`src/rtl/scheduler_pkg.sv`:
```
// Shared scheduler types: port/width constants, dequeue FSM states, destination field encoder.
// The destination field in tuser holds 2 bits per port; port p is flagged at bit 2*p of the field.
package scheduler_pkg;

  localparam int NUM_PORTS = 5;
  localparam int DATA_W    = 256;
  localparam int KEEP_W    = DATA_W / 8;
  localparam int TUSER_W   = 128;
  localparam int DST_POS   = 24;
  localparam int SEL_W     = $clog2(NUM_PORTS);
  localparam int DST_W     = 2 * NUM_PORTS;

  typedef enum logic [1:0] {
    IDLE,
    POP,
    STREAM
  } state_e;

  function automatic logic [DST_W-1:0] dst_onehot(input logic [SEL_W-1:0] port);
    dst_onehot = DST_W'(1) << (2 * port);
  endfunction

endpackage

```
`src/rtl/dequeue_agent_rr_arbiter.sv`:
```
// Combinational round-robin arbiter: grants the first requester at or above ptr_i, with wrap.
// No state; the caller owns and advances the pointer.
module rr_arbiter
  import scheduler_pkg::*;
#(
  parameter int N = NUM_PORTS,
  parameter int W = $clog2(N)
) (
  input  logic [N-1:0] req_i,
  input  logic [W-1:0] ptr_i,
  output logic [W-1:0] gnt_idx_o,
  output logic         gnt_vld_o
);

  logic [W-1:0] idx;

  // Scan from farthest to nearest offset so the requester closest to ptr_i wins.
  always_comb begin
    gnt_idx_o = '0;
    gnt_vld_o = 1'b0;
    idx       = '0;
    for (int i = N - 1; i >= 0; i--) begin
      idx = W'((int'(ptr_i) + i) % N);
      if (req_i[idx]) begin
        gnt_idx_o = idx;
        gnt_vld_o = 1'b1;
      end
    end
  end

endmodule

```
`src/rtl/dequeue_agent.sv`:
```
// Dequeue agent: round-robin egress port pick, PIFO pop, then one whole packet streamed with tuser dest rewritten.
// Optional per-port packet counters on stat_pkt_cnt when DEQ_AGENT_STATS_EN is defined.
module dequeue_agent
  import scheduler_pkg::*;
(
  input  logic                 axis_aclk,
  input  logic                 axis_reset,
  input  logic [NUM_PORTS-1:0] s_axis_pifo_empty,
  input  logic [NUM_PORTS-1:0] s_axis_buffer_empty,
  input  logic [DATA_W-1:0]    s_axis_buffer_tdata,
  input  logic [KEEP_W-1:0]    s_axis_buffer_tkeep,
  input  logic [TUSER_W-1:0]   s_axis_buffer_tuser,
  input  logic                 s_axis_buffer_tlast,
  input  logic [NUM_PORTS-1:0] s_axis_port_pause,
  output logic [NUM_PORTS-1:0] m_axis_ctl_pifo_out_en,
  output logic [NUM_PORTS-1:0] m_axis_ctl_buffer_rd_en,
  output logic [SEL_W-1:0]     m_axis_ctl_buffer_sel,
  output logic [DATA_W-1:0]    m_axis_tdata,
  output logic [KEEP_W-1:0]    m_axis_tkeep,
  output logic [TUSER_W-1:0]   m_axis_tuser,
  output logic                 m_axis_tvalid,
  output logic                 m_axis_tlast,
  input  logic                 m_axis_tready
`ifdef DEQ_AGENT_STATS_EN
  ,
  output logic [32*NUM_PORTS-1:0] stat_pkt_cnt
`endif
);

  state_e               state_q;
  logic [SEL_W-1:0]     sel_q;
  logic [SEL_W-1:0]     rr_q;
  logic [NUM_PORTS-1:0] pifo_en_q;

  logic [NUM_PORTS-1:0] eligible;
  logic [SEL_W-1:0]     gnt_idx;
  logic                 gnt_vld;
  logic                 streaming;
  logic                 beat_vld;
  logic                 beat_acc;
  logic                 pkt_done;

  assign eligible  = ~s_axis_pifo_empty & ~s_axis_port_pause;
  assign streaming = (state_q == STREAM);
  assign beat_vld  = streaming & ~s_axis_buffer_empty[sel_q];
  assign beat_acc  = beat_vld & m_axis_tready;
  assign pkt_done  = beat_acc & s_axis_buffer_tlast;

  rr_arbiter #(.N(NUM_PORTS), .W(SEL_W)) u_arb (
    .req_i     (eligible),
    .ptr_i     (rr_q),
    .gnt_idx_o (gnt_idx),
    .gnt_vld_o (gnt_vld)
  );

  always_ff @(posedge axis_aclk) begin
    if (axis_reset) begin
      state_q   <= IDLE;
      sel_q     <= '0;
      rr_q      <= '0;
      pifo_en_q <= '0;
    end else begin
      pifo_en_q <= '0;
      case (state_q)
        IDLE: begin
          if (gnt_vld) begin
            sel_q     <= gnt_idx;
            pifo_en_q <= NUM_PORTS'(1) << gnt_idx;
            state_q   <= POP;
          end
        end
        POP: state_q <= STREAM;
        STREAM: begin
          if (pkt_done) begin
            rr_q    <= (sel_q == SEL_W'(NUM_PORTS - 1)) ? '0 : sel_q + SEL_W'(1);
            state_q <= IDLE;
          end
        end
        default: state_q <= IDLE;
      endcase
    end
  end

  assign m_axis_ctl_pifo_out_en = pifo_en_q;
  assign m_axis_ctl_buffer_sel  = sel_q;

  // Data path is a gated pass-through so every output reads zero outside STREAM.
  always_comb begin
    m_axis_tvalid           = beat_vld;
    m_axis_tdata            = '0;
    m_axis_tkeep            = '0;
    m_axis_tlast            = 1'b0;
    m_axis_tuser            = '0;
    m_axis_ctl_buffer_rd_en = beat_acc ? (NUM_PORTS'(1) << sel_q) : '0;
    if (streaming) begin
      m_axis_tdata                   = s_axis_buffer_tdata;
      m_axis_tkeep                   = s_axis_buffer_tkeep;
      m_axis_tlast                   = s_axis_buffer_tlast;
      m_axis_tuser                   = s_axis_buffer_tuser;
      m_axis_tuser[DST_POS +: DST_W] = dst_onehot(sel_q);
    end
  end

`ifdef DEQ_AGENT_STATS_EN
  logic [31:0] cnt_q [NUM_PORTS];

  always_ff @(posedge axis_aclk) begin
    if (axis_reset) begin
      for (int p = 0; p < NUM_PORTS; p++) cnt_q[p] <= '0;
    end else if (pkt_done) begin
      cnt_q[sel_q] <= cnt_q[sel_q] + 32'd1;
    end
  end

  always_comb begin
    stat_pkt_cnt = '0;
    for (int p = 0; p < NUM_PORTS; p++) stat_pkt_cnt[32*p +: 32] = cnt_q[p];
  end
`endif

endmodule

```
`config.mk`:
```
export PLATFORM = sky130hd
export DESIGN_NAME = dequeue_agent
export DESIGN_NICKNAME = d
export VERILOG_FILES = /design/src/rtl/scheduler_pkg.sv /design/src/rtl/dequeue_agent_rr_arbiter.sv /design/src/rtl/dequeue_agent.sv
export SDC_FILE = /design/constraint.sdc
export NUM_CORES = 1
export LEC_CHECK = 0
export ABC_AREA = 1
export CAP_MARGIN = 5
export CELL_PAD_IN_SITES_DETAIL_PLACEMENT = 1
export CELL_PAD_IN_SITES_GLOBAL_PLACEMENT = 1
export CORE_AREA = 2 2 342 344
export CTS_CLUSTER_DIAMETER = 30
export CTS_CLUSTER_SIZE = 8
export DETAILED_ROUTE_END_ITERATION = 10
export DIE_AREA = 0 0 344 346
export GPL_TIMING_DRIVEN = 0
export PLACE_DENSITY = 0.37
export SLEW_MARGIN = 20
export SYNTH_ARGS = -nofsm -noshare
export SYNTH_HDL_FRONTEND = slang
export SYNTH_SLANG_ARGS = --single-unit
```
`constraint.sdc`:
```
create_clock -name axis_aclk -period 4.1 [get_ports axis_aclk]
set_clock_uncertainty 0.15 [all_clocks]
set_input_delay 0.41 -clock axis_aclk [delete_from_list [all_inputs] [get_ports axis_aclk]]
set_output_delay 0.41 -clock axis_aclk [all_outputs]
set_load 0.02 [all_outputs]
```
==> metrics.md, run 1 <==
| Metric | Value |
|---|---|
| Worst-Skew Late Latency | 0.25 ns |
| Initial cell density of the core | 0.0449 |
| Highest Signal Layer | met5 |
| Area leader, netlist | inv_1 |
| Final slew viol count | 0 |
| I/O pin count | 866 |
| Vias per Instance | about 2.7 |
| Delay-heaviest family, CP | buffers and inverters |
| HP Class | reg -> reg |
| Largest net degree at the start of global routing | 11 |
| Flop2flop setup slack | 0.43 ns |
| Final period util | 0.929 |
| Setup TNS | 0 ns |
| Tot Pwr | 3920 µW |
| RSZ-0062 raised after global routing | false |
| Yosys warns | 0 |
| Max-Cap Viols | 0 |
| Clock H-tree levels | 1 |
| Die area | around 120000 µm² |
| Met2 WL | ~33000 µm |
| Commonest non-fill, non-tap cells in the layout | 850 x clkdlybuf4s50_1, 453 x inv_1, 445 x nor2_1 |
| Die width | approximately 340 µm |
| Initial DRC count | around 280 |
| First-pass GRT wire length | 93800 µm |
| FMAX | 0.262 GHz |
| Clk slew on worst S/H paths | 0.05 ns |
| Worst EP required | 3.54 ns |
| DR vias | about 9.8k |
| CP bufs+invs | 5 |
| Finish-stage setup viols | 0 |
| Root Buffer | clkbuf_16 |
| Worst r2r path cells | 24 |
| Final hold vios | 0 |
| CTS sink cnt | 13 |
| # nets final | 2516 |
| Seq/Total Area, Yosys | 0.0503 |
| Yosys top cell area share | 0.329 |
| Setup Crit Path Kind | reg -> out |
| Worst slew margin | 0.421 |
| Area added between synthesis and finish | 204% |
| Launch point of the worst hold path | state_q[0] |
| Drt pass-1 iters | 6 |
| P per Cell Area | 249 nW/µm² |
| Least-Margin Pin Slew | 0.869 ns |
| Wire length per cell | a little over 20 µm |
| IO Port Bufs | 850 |
| Max FO, Critical Path | 10 |
| Fraction of layout cells with a size suffix above 1 | 0.0243 |
| Reg2reg start | rr_q[1] |
| WHS Endpoint | state_q[1] |
| #FFs+latches synth | 13 |
| Global route overflow | 0 |
| ANT nets after route | 0 |
| Leakage | 0.00740 µW |
| Main area contributors after synthesis | inv_1 33%, nor2_1 32%, nand2_1 6.4% |
| Setup WS post-layout | 0.290 ns |
| Routed wire length | 72300 µm |
| DP Worst Slack | -0.0516 ns |
| Worst Path Arrival | roughly 3.3 ns |
| Synthesized cell area | 5180 µm² |
| Crit. End Element | output port |
| Peak VDD IR | 0.0979 mV |
| Min Tclk post-route | ~3.8 ns |
| Status | completed |
| Commonest non-fill, non-tap cell in the layout | clkdlybuf4s50_1 |
| Most Frequent Cell on Critical Path | nor2_1 |
| CP Launch Type | register |
| Drt drc | 0 |
| GRT Overall Usage | 0.116 |
| CTS tree | built |
| Reg2reg end | m_axis_ctl_pifo_out_en[2] |
| CP max stage cell | clkdlybuf4s50_1 |
| Cell row count | 125 |
| GPL Wtd Cong | between 0.8 and 0.9 |
| Core ar. | 115000 µm² |
| Die Y-Extent | between 300 and 400 µm |
| Post-synthesis instance total | roughly 1.2k |
| CP peak stage delay | 0.74 ns |
| Unique masters post-synth | 32 |
| Vias in the first global route | ~10k |
| Met3 WL | 8260 µm |
| Worst hold stages | 2 |
| CTS Buf Count | 3 |
| Max clock buf depth | 2 |
| Filler Cells Inserted | between 10k and 15k |
| DP Wirelength | 67000 µm |
| Crit-path cells | inv_1 -> nor2_1 -> inv_2 -> clkbuf_2 -> clkbuf_1 -> nor2_1 -> clkdlybuf4s50_1 |
| Syn_area_per_cell | 4.34 µm² |
| Met1 WL | slightly above 30000 µm |
| Initial antenna violation count | 29 |
state kept, by name (all words and copies together), names as in the netlist:
name,flops
state_q,2
m_axis_ctl_pifo_out_en,5
rr_q,3
m_axis_ctl_buffer_sel,3
cells in the mapped netlist (all sizes together):
library cell / n
a21o: 1
nand3: 41
o21a: 1
nand2: 100
nand3b: 2
a211oi: 2
buf: 7
o211ai: 2
conb: 1
a21oi: 13
nor3: 7
nand4: 2
a22oi: 1
nor4: 1
dfxtp: 13
inv: 459
xnor2: 2
nor2: 445
ha: 23
o21ai: 19
xor2: 3
clkbuf: 46
o22ai: 1
routing by layer:
| layer | track usage | vias up |
|---|---|---|
| met2 | 0.193 | 489 |
| met3 | 0.0496 | 59 |
| li1 | - | 4911 |
| met4 | 0.00887 | 4 |
| met1 | 0.143 | 4310 |
| met5 | 0 | - |
worst min-delay path, delay by kind of cell, from the launching register on:
family | cells | cell delay (ns)
DFF | 1 | 0.32
and+or+nand+nor | 1 | 0.06
AOI/OAI and AO/OA | 1 | 0.06
how the worst max path moves through the flow:
stage | depth (start not counted) | slack [ns] | start | end
after floorplan | 25 | 0.85 | rr_q[0] | m_axis_ctl_pifo_out_en[0]
after global placement | 26 | -0.08 | rr_q[0] | m_axis_ctl_pifo_out_en[0]
after detailed placement | 26 | -0.05 | rr_q[0] | m_axis_ctl_pifo_out_en[0]
after CTS | 26 | 0.07 | rr_q[0] | m_axis_ctl_pifo_out_en[0]
after global routing | 25 | 0.01 | rr_q[1] | m_axis_ctl_buffer_sel[2]
final | 7 | 0.29 | state_q[1] | m_axis_tdata[179]
kinds of logic (layout without fill, tap and decap cells):
logic type                 count (synthesis)  in the layout  share of synthesized area
adders and majority gates                 23             23                     0.0556
buffers and inverters                    512           1373                      0.377
other                                      1              8                   0.000724
AOI/OAI and AO/OA                         40             40                     0.0425
DFF                                       13             13                     0.0503
and+or+nand+nor                          598            598                      0.461
xor gates and xnor gates                   5              5                     0.0128
per-stage QoR:
step                      utilization  std cells  cell area (µm²)  hold slack [ns]
after floorplan                     -       1196             5190            0.301
after global placement          0.135       3570            15600            0.335
after detailed placement        0.135       3571            15600            0.329
after CTS                       0.136       3575            15700            0.340
after global routing            0.137       3582            15800            0.376
final                           0.137       3584            15800            0.335
where the power goes:
| group | switching (µW) | internal (µW) | total, µW |
|---|---|---|---|
| combinational | 2080 | 1480 | 3550 |
| sequential | 28.1 | 150 | 178 |
| clock | 60.1 | 132 | 192 |
what timing repair did:
item                       4_1_cts  5_1_grt
buffers inserted                 0        6
hold buffers                     0        0
setup endpoints to repair        4        9
resized for setup                1        5
pin swaps                        0        0
cell type report:
type,count,area [µm²],area share
Multi-Input combinational cell,671,2990,0.189
Antenna cell,3,7.51,0.000476
Clock buffer,4,78.8,0.00500
Timing Repair Buffer,857,8560,0.543
Buffer,53,230,0.0146
Tap cell,1524,1910,0.121
Inverter,459,1730,0.110
Sequential cell,13,265,0.0168
Power figures use the tool's default switching activity.
==> inputs of run 2 (changes only) <==
--- a/config.mk
+++ b/config.mk
@@ -9,13 +9,13 @@
 export CAP_MARGIN = 5
 export CELL_PAD_IN_SITES_DETAIL_PLACEMENT = 1
 export CELL_PAD_IN_SITES_GLOBAL_PLACEMENT = 1
-export CORE_AREA = 2 2 342 344
+export CORE_AREA = 4 4 334 336
 export CTS_CLUSTER_DIAMETER = 30
 export CTS_CLUSTER_SIZE = 8
 export DETAILED_ROUTE_END_ITERATION = 10
-export DIE_AREA = 0 0 344 346
+export DIE_AREA = 0 0 338 340
 export GPL_TIMING_DRIVEN = 0
-export PLACE_DENSITY = 0.37
+export PLACE_DENSITY = 0.39
 export SLEW_MARGIN = 20
 export SYNTH_ARGS = -nofsm -noshare
 export SYNTH_HDL_FRONTEND = slang
==> run 2 against run 1 <==
Effect of this change: worst hold slack better by 0.0069 ns; core utilization increased by 0.77 points; critical path type unchanged; die area down 3.4%; count of clock-buffer cells in the layout unchanged.
==> metrics.md, run 2 (synthesis gave the netlist of run 1 again) <==
| Metric | Value |
|---|---|
| Routed wire length | 79100 µm |
| Final slew viol count | 0 |
| GRT Overall Usage | 0.130 |
| Leakage | 0.00743 µW |
| Worst-Skew Late Latency | approximately 0.24 ns |
| FMAX | 0.269 GHz |
| HP Class | reg -> reg |
| Worst EP required | 3.54 ns |
| Final hold vios | 0 |
| Drt drc | 0 |
| CTS Buf Count | 3 |
| DP Worst Slack | -0.159 ns |
| Cell row count | around 120 |
| Min Tclk post-route | 3.71 ns |
| DR vias | just under 10k |
| Drt pass-1 iters | 4 |
| Commonest non-fill, non-tap cell in the layout | clkdlybuf4s50_1 |
| Max FO, Critical Path | 10 |
| Clock H-tree levels | 1 |
| P_int | 1750 µW |
| Flop2flop setup slack | roughly 0.50 ns |
| Power share of the sequential group | 0.045 |
| DP Wirelength | 73800 µm |
| Finish-stage setup viols | 0 |
| Design Area, Final | 15700 µm² |
| CTS sink cnt | 13 |
| First-pass GRT wire length | 99500 µm |
| # nets final | 2515 |
| Worst slew margin | 0.438 |
| Fraction of layout cells with a size suffix above 1 | 0.0248 |
| Clock power frac | 0.047 |
| Vias per Instance | 2.80 |
| Clk slew on worst S/H paths | 0.04 ns |
| Setup TNS | 0 ns |
| Combinational Power Share | 0.909 |
| Setup WS post-layout | 0.386 ns |
| Vias in the first global route | between 10k and 15k |
| I/O pin count | 866 |
| Core ar. | around 110000 µm² |
| GPL Wtd Cong | approximately 0.86 |
| Worst Path Arrival | 3.15 ns |
| P per Cell Area | ~250 nW/µm² |
| Least-Margin Pin Slew | 0.839 ns |
| Die width | 338 µm |
| Tot Pwr | 3970 µW |
| Die area | 115000 µm² |
| Die Y-Extent | 340 µm |
| Commonest non-fill, non-tap cells in the layout | 848 x clkdlybuf4s50_1, 452 x inv_1, 445 x nor2_1 |
| Psw | 2210 µW |
| Largest net degree at the start of global routing | 11 |
| Wire length per cell | 22.7 µm |
| Global route overflow | 0 |
| Root Buffer | clkbuf_16 |
| Setup Crit Path Kind | reg -> out |
| CP Launch Type | register |
| Crit. End Element | output port |
| Final period util | 0.906 |
| Max clock buf depth | 2 |
| Largest register FFs | 5 |
| Initial DRC count | 283 |
| CTS tree | built |
| IO Port Bufs | 850 |
| Sw Ratio | 0.558 |
| Initial antenna violation count | 39 |
| Final hold slack | 0.342 ns |
| Area added between synthesis and finish | 203% |
| Post-DP Area | 15500 µm² |
| Max-Cap Viols | 0 |
| RSZ-0062 raised after global routing | false |
| Status | completed |
| ANT nets after route | 0 |
| Initial cell density of the core | 0.0477 |
| Peak VDD IR | ~0.11 mV |
[run 2: what timing repair did]
action / in CTS / in global routing
buffers inserted: 1 / 5
setup endpoints to repair: 17 / 11
pin swaps: 0 / 0
resized for setup: 4 / 10
hold buffers: 0 / 0
[run 2: power by group through the flow]
stage	Sequential [µW]	Clock, µW	Combinational [µW]
after floorplan	190	0	1460
after global placement	180	0	3720
after detailed placement	181	0	3690
after CTS	179	189	3720
after global routing	181	192	3920
final	177	186	3600
[run 2: stage by stage]
| step | util | instances |
|---|---|---|
| CTS | 0.143 | 3465 |
| floorplan | - | 1196 |
| global placement | 0.143 | 3460 |
| finish | 0.144 | 3487 |
| detailed placement | 0.143 | 3460 |
| global route | 0.144 | 3471 |
[run 2: worst max-delay path: stages (launching register included)]
cell and delay (ns):
dfxtp_1 0.32, inv_1 0.05, nor2_1 0.34, inv_2 0.23, clkbuf_1 0.38, clkbuf_1 0.32
nor2_1 0.45, clkdlybuf4s50_1 0.79
[run 2: area by class of cell]
cell class	instances	area [µm²]
antenna	17	42.5
buffer	53	236
clock buffer	4	78.8
fill	13400	92900
inverter	459	1730
multi-input combinational	671	2990
sequential	13	265
tap	1414	1770
timing repair buffer	856	8560
[run 2: final timing paths]
kind              cells past startpoint  startpoint                   endpoint
hold reg to reg                       2  state_q[0]                 state_q[1]
setup reg to reg                     26     rr_q[0]  m_axis_ctl_pifo_out_en[0]
setup / recovery                      7  state_q[1]           m_axis_tdata[32]
hold / removal                        2  state_q[0]                 state_q[1]
[run 2: metal layers]
metal / routed length (µm) / vias to the layer above / GRT usage
met5: 87 / - / 0
met4: 369 / 12 / 0.00643
met3: 11400 / 40 / 0.0761
met2: 35300 / 469 / 0.211
met1: 32000 / 4316 / 0.155
li1: - / 4927 / -
==> inputs of run 3 (changes only) <==
--- a/config.mk
+++ b/config.mk
@@ -6,10 +6,11 @@
 export NUM_CORES = 1
 export LEC_CHECK = 0
 export ABC_AREA = 1
-export CAP_MARGIN = 5
+export CAP_MARGIN = 20
 export CELL_PAD_IN_SITES_DETAIL_PLACEMENT = 1
 export CELL_PAD_IN_SITES_GLOBAL_PLACEMENT = 1
 export CORE_AREA = 4 4 334 336
+export CTS_BUF_LIST = sky130_fd_sc_hd__clkbuf_8
 export CTS_CLUSTER_DIAMETER = 30
 export CTS_CLUSTER_SIZE = 8
 export DETAILED_ROUTE_END_ITERATION = 10
==> run 3 against run 2 <==
Effect of this change: total power down 1.9%; final area decreased by 0.46%; non-clock buffer count stayed put; die area unchanged; critical path depth did not move; fmax is 1.0% higher; sequential power barely moved; clock power fell by 38%; critical path type unchanged; setup slack better by 0.037 ns; largest power group unchanged; largest cell class unchanged; wire length about the same; count of clock-buffer cells in the layout down 1; register-to-register slack lost 0.02 ns.
==> metrics.md, run 3 (synthesis gave the netlist of run 1 again) <==
| Metric | Value |
|---|---|
| Status | completed |
| Peak VDD IR | 0.0810 mV |
| Worst-Skew Late Latency | 0.25 ns |
| Largest net degree at the start of global routing | 11 |
| Setup WS post-layout | 0.423 ns |
| Wire length per cell | 22.8 µm |
| Die width | 338 µm |
| Final period util | 0.897 |
| Final hold vios | 0 |
| Commonest non-fill, non-tap cells in the layout | 850 x clkdlybuf4s50_1, 453 x inv_1, 445 x nor2_1 |
| Clk slew on worst S/H paths | around 0.060 ns |
| Clock H-tree levels | 1 |
| Least-Margin Pin Slew | 0.772 ns |
| CTS Hold Bufs | 0 |
| Min Tclk post-route | ~3.7 ns |
| Leakage | 0.00738 µW |
| Most Frequent Cell on Critical Path | nor2_1 |
| RSZ-0062 raised after global routing | false |
| Delay-heaviest family, CP | buffers and inverters |
| Routed wire length | 79100 µm |
| Commonest non-fill, non-tap cell in the layout | clkdlybuf4s50_1 |
| Area of the multi-input gates | between 2000 and 3000 µm² |
| Cell row count | roughly 120 |
| Flop2flop setup slack | 0.48 ns |
| ANT nets after route | 0 |
| DP Wirelength | 73800 µm |
| IO Port Bufs | 850 |
| Max FO, Critical Path | 10 |
| Crit-path cells | inv_1 -> nor2_1 -> inv_2 -> clkbuf_2 -> clkbuf_1 -> nor2_1 -> clkdlybuf4s50_1 |
| Largest register FFs | 5 |
| P per Cell Area | 250 nW/µm² |
| Vias in the first global route | 10.3k |
| Max clock buf depth | 2 |
| First-pass GRT wire length | 100000 µm |
| Die area | 115000 µm² |
| Core ar. | between 100000 and 150000 µm² |
| Root Buffer | clkbuf_8 |
| FMAX | 0.272 GHz |
| Crit. End Element | output port |
| I/O pin count | 866 |
| DP Worst Slack | -0.159 ns |
| Launch point of the worst hold path | state_q[0] |
| CP Launch Type | register |
| Area added between synthesis and finish | 201% |
| Register area | about 270 µm² |
| Filler Cells Inserted | 13.4k |
| Drt pass-1 iters | 6 |
| GRT Overall Usage | 0.130 |
| CP peak stage delay | 1.00 ns |
| CTS tree | built |
| Vias per Instance | 2.83 |
| HP Class | reg -> reg |
| Die Y-Extent | 340 µm |
| CP bufs+invs | 5 |
| Worst EP required | 3.54 ns |
| Worst Path Arrival | 3.12 ns |
| Setup Crit Path Kind | reg -> out |
| Drt drc | 0 |
| Max-Cap Viols | 0 |
| DR vias | ~10k |
| Fraction of layout cells with a size suffix above 1 | 0.0248 |
| CTS sink cnt | 13 |
| GPL Wtd Cong | 0.864 |
| CTS Buf Count | 3 |
| # nets final | 2515 |
| Global route overflow | 0 |
| Initial DRC count | around 300 |
| Initial cell density of the core | 0.0477 |
| CP max stage cell | clkdlybuf4s50_1 |
| Finish-stage setup viols | 0 |
| Worst slew margin | 0.485 |
| Setup TNS | 0 ns |
| Reg2reg start | rr_q[0] |
| Critical path launch point | state_q[1] |
| Final slew viol count | 0 |
| Initial antenna violation count | 35 |
-- run 3: cell types whose count changed in the layout (fill, tap and decap cells not counted) --
| cell | delta |
|---|---|
| clkbuf_1 | -1 |
| clkbuf_16 | -3 |
| clkbuf_8 | +3 |
| clkdlybuf4s50_1 | +2 |
| diode_2 | -13 |
| dlymetal6s2s_1 | -2 |
| inv_1 | +1 |
-- run 3: layout make-up --
type | instances | area share
clock buffers | 3 | 0.00265
inverters | 459 | 0.111
multi-input cells | 671 | 0.191
diodes | 4 | 0.000642
well taps | 1414 | 0.113
clock inverters | 1 | 0.000241
plain buffers | 53 | 0.0152
repair buffers | 856 | 0.548
flip-flops and latches | 13 | 0.0170
-- run 3: metal layers --
layer	global-route usage	up-vias	wire (µm)
li1	-	4912	-
met1	0.159	4389	33200
met2	0.210	479	34900
met3	0.0702	61	10300
met4	0.00643	6	657
met5	0	-	27
-- run 3: stage by stage --
stage | util | hold WS [ns] | total power, µW | cell area, µm² | cells
floorplan | - | 0.301 | 1650 | 5190 | 1196
global placement | 0.143 | 0.332 | 3900 | 15500 | 3460
detailed placement | 0.143 | 0.340 | 3870 | 15500 | 3460
CTS | 0.143 | 0.349 | 4020 | 15500 | 3465
global route | 0.144 | 0.380 | 4220 | 15600 | 3470
finish | 0.144 | 0.340 | 3890 | 15600 | 3474
-- run 3: power by group --
group	switching, µW	total (µW)	internal (µW)
Clock	49.4	116	66.3
Combinational	2130	3600	1470
Sequential	26.9	177	150
Total	2210	3890	1690
-- run 3: timing repair --
action / in CTS / in global routing
buffers inserted: 1 / 5
gates resized for setup: 4 / 8
pin swaps: 0 / 0
setup endpoints to repair: 17 / 9
-- run 3: path summary, 6_finish.rpt --
path,end,cells past startpoint
hold / removal,state_q[1],2
setup reg to reg,m_axis_ctl_pifo_out_en[0],26
hold reg to reg,state_q[1],2
setup / recovery,m_axis_tuser[42],7
-- run 3: worst register-to-register path, stage by stage (launching register included) --
cell	delay, ns
dfxtp_4	0.43
buf_8	0.18
clkinvlp_4	0.12
ha_1	0.22
inv_1	0.08
ha_1	0.26
inv_1	0.12
nand3_1	0.13
nand3_1	0.09
o21a_1	0.14
ha_1	0.18
nand2_1	0.07
nand2_2	0.11
nand2_2	0.10
o21ai_2	0.16
nand3_1	0.09
nand2_1	0.10
nand2_2	0.10
nand2_1	0.08
nand2_1	0.05
nand2_1	0.07
nand2_1	0.06
nand2_1	0.05
nand2_1	0.05
nand2_1	0.14
nand3_2	0.11
nor2_1	0.11
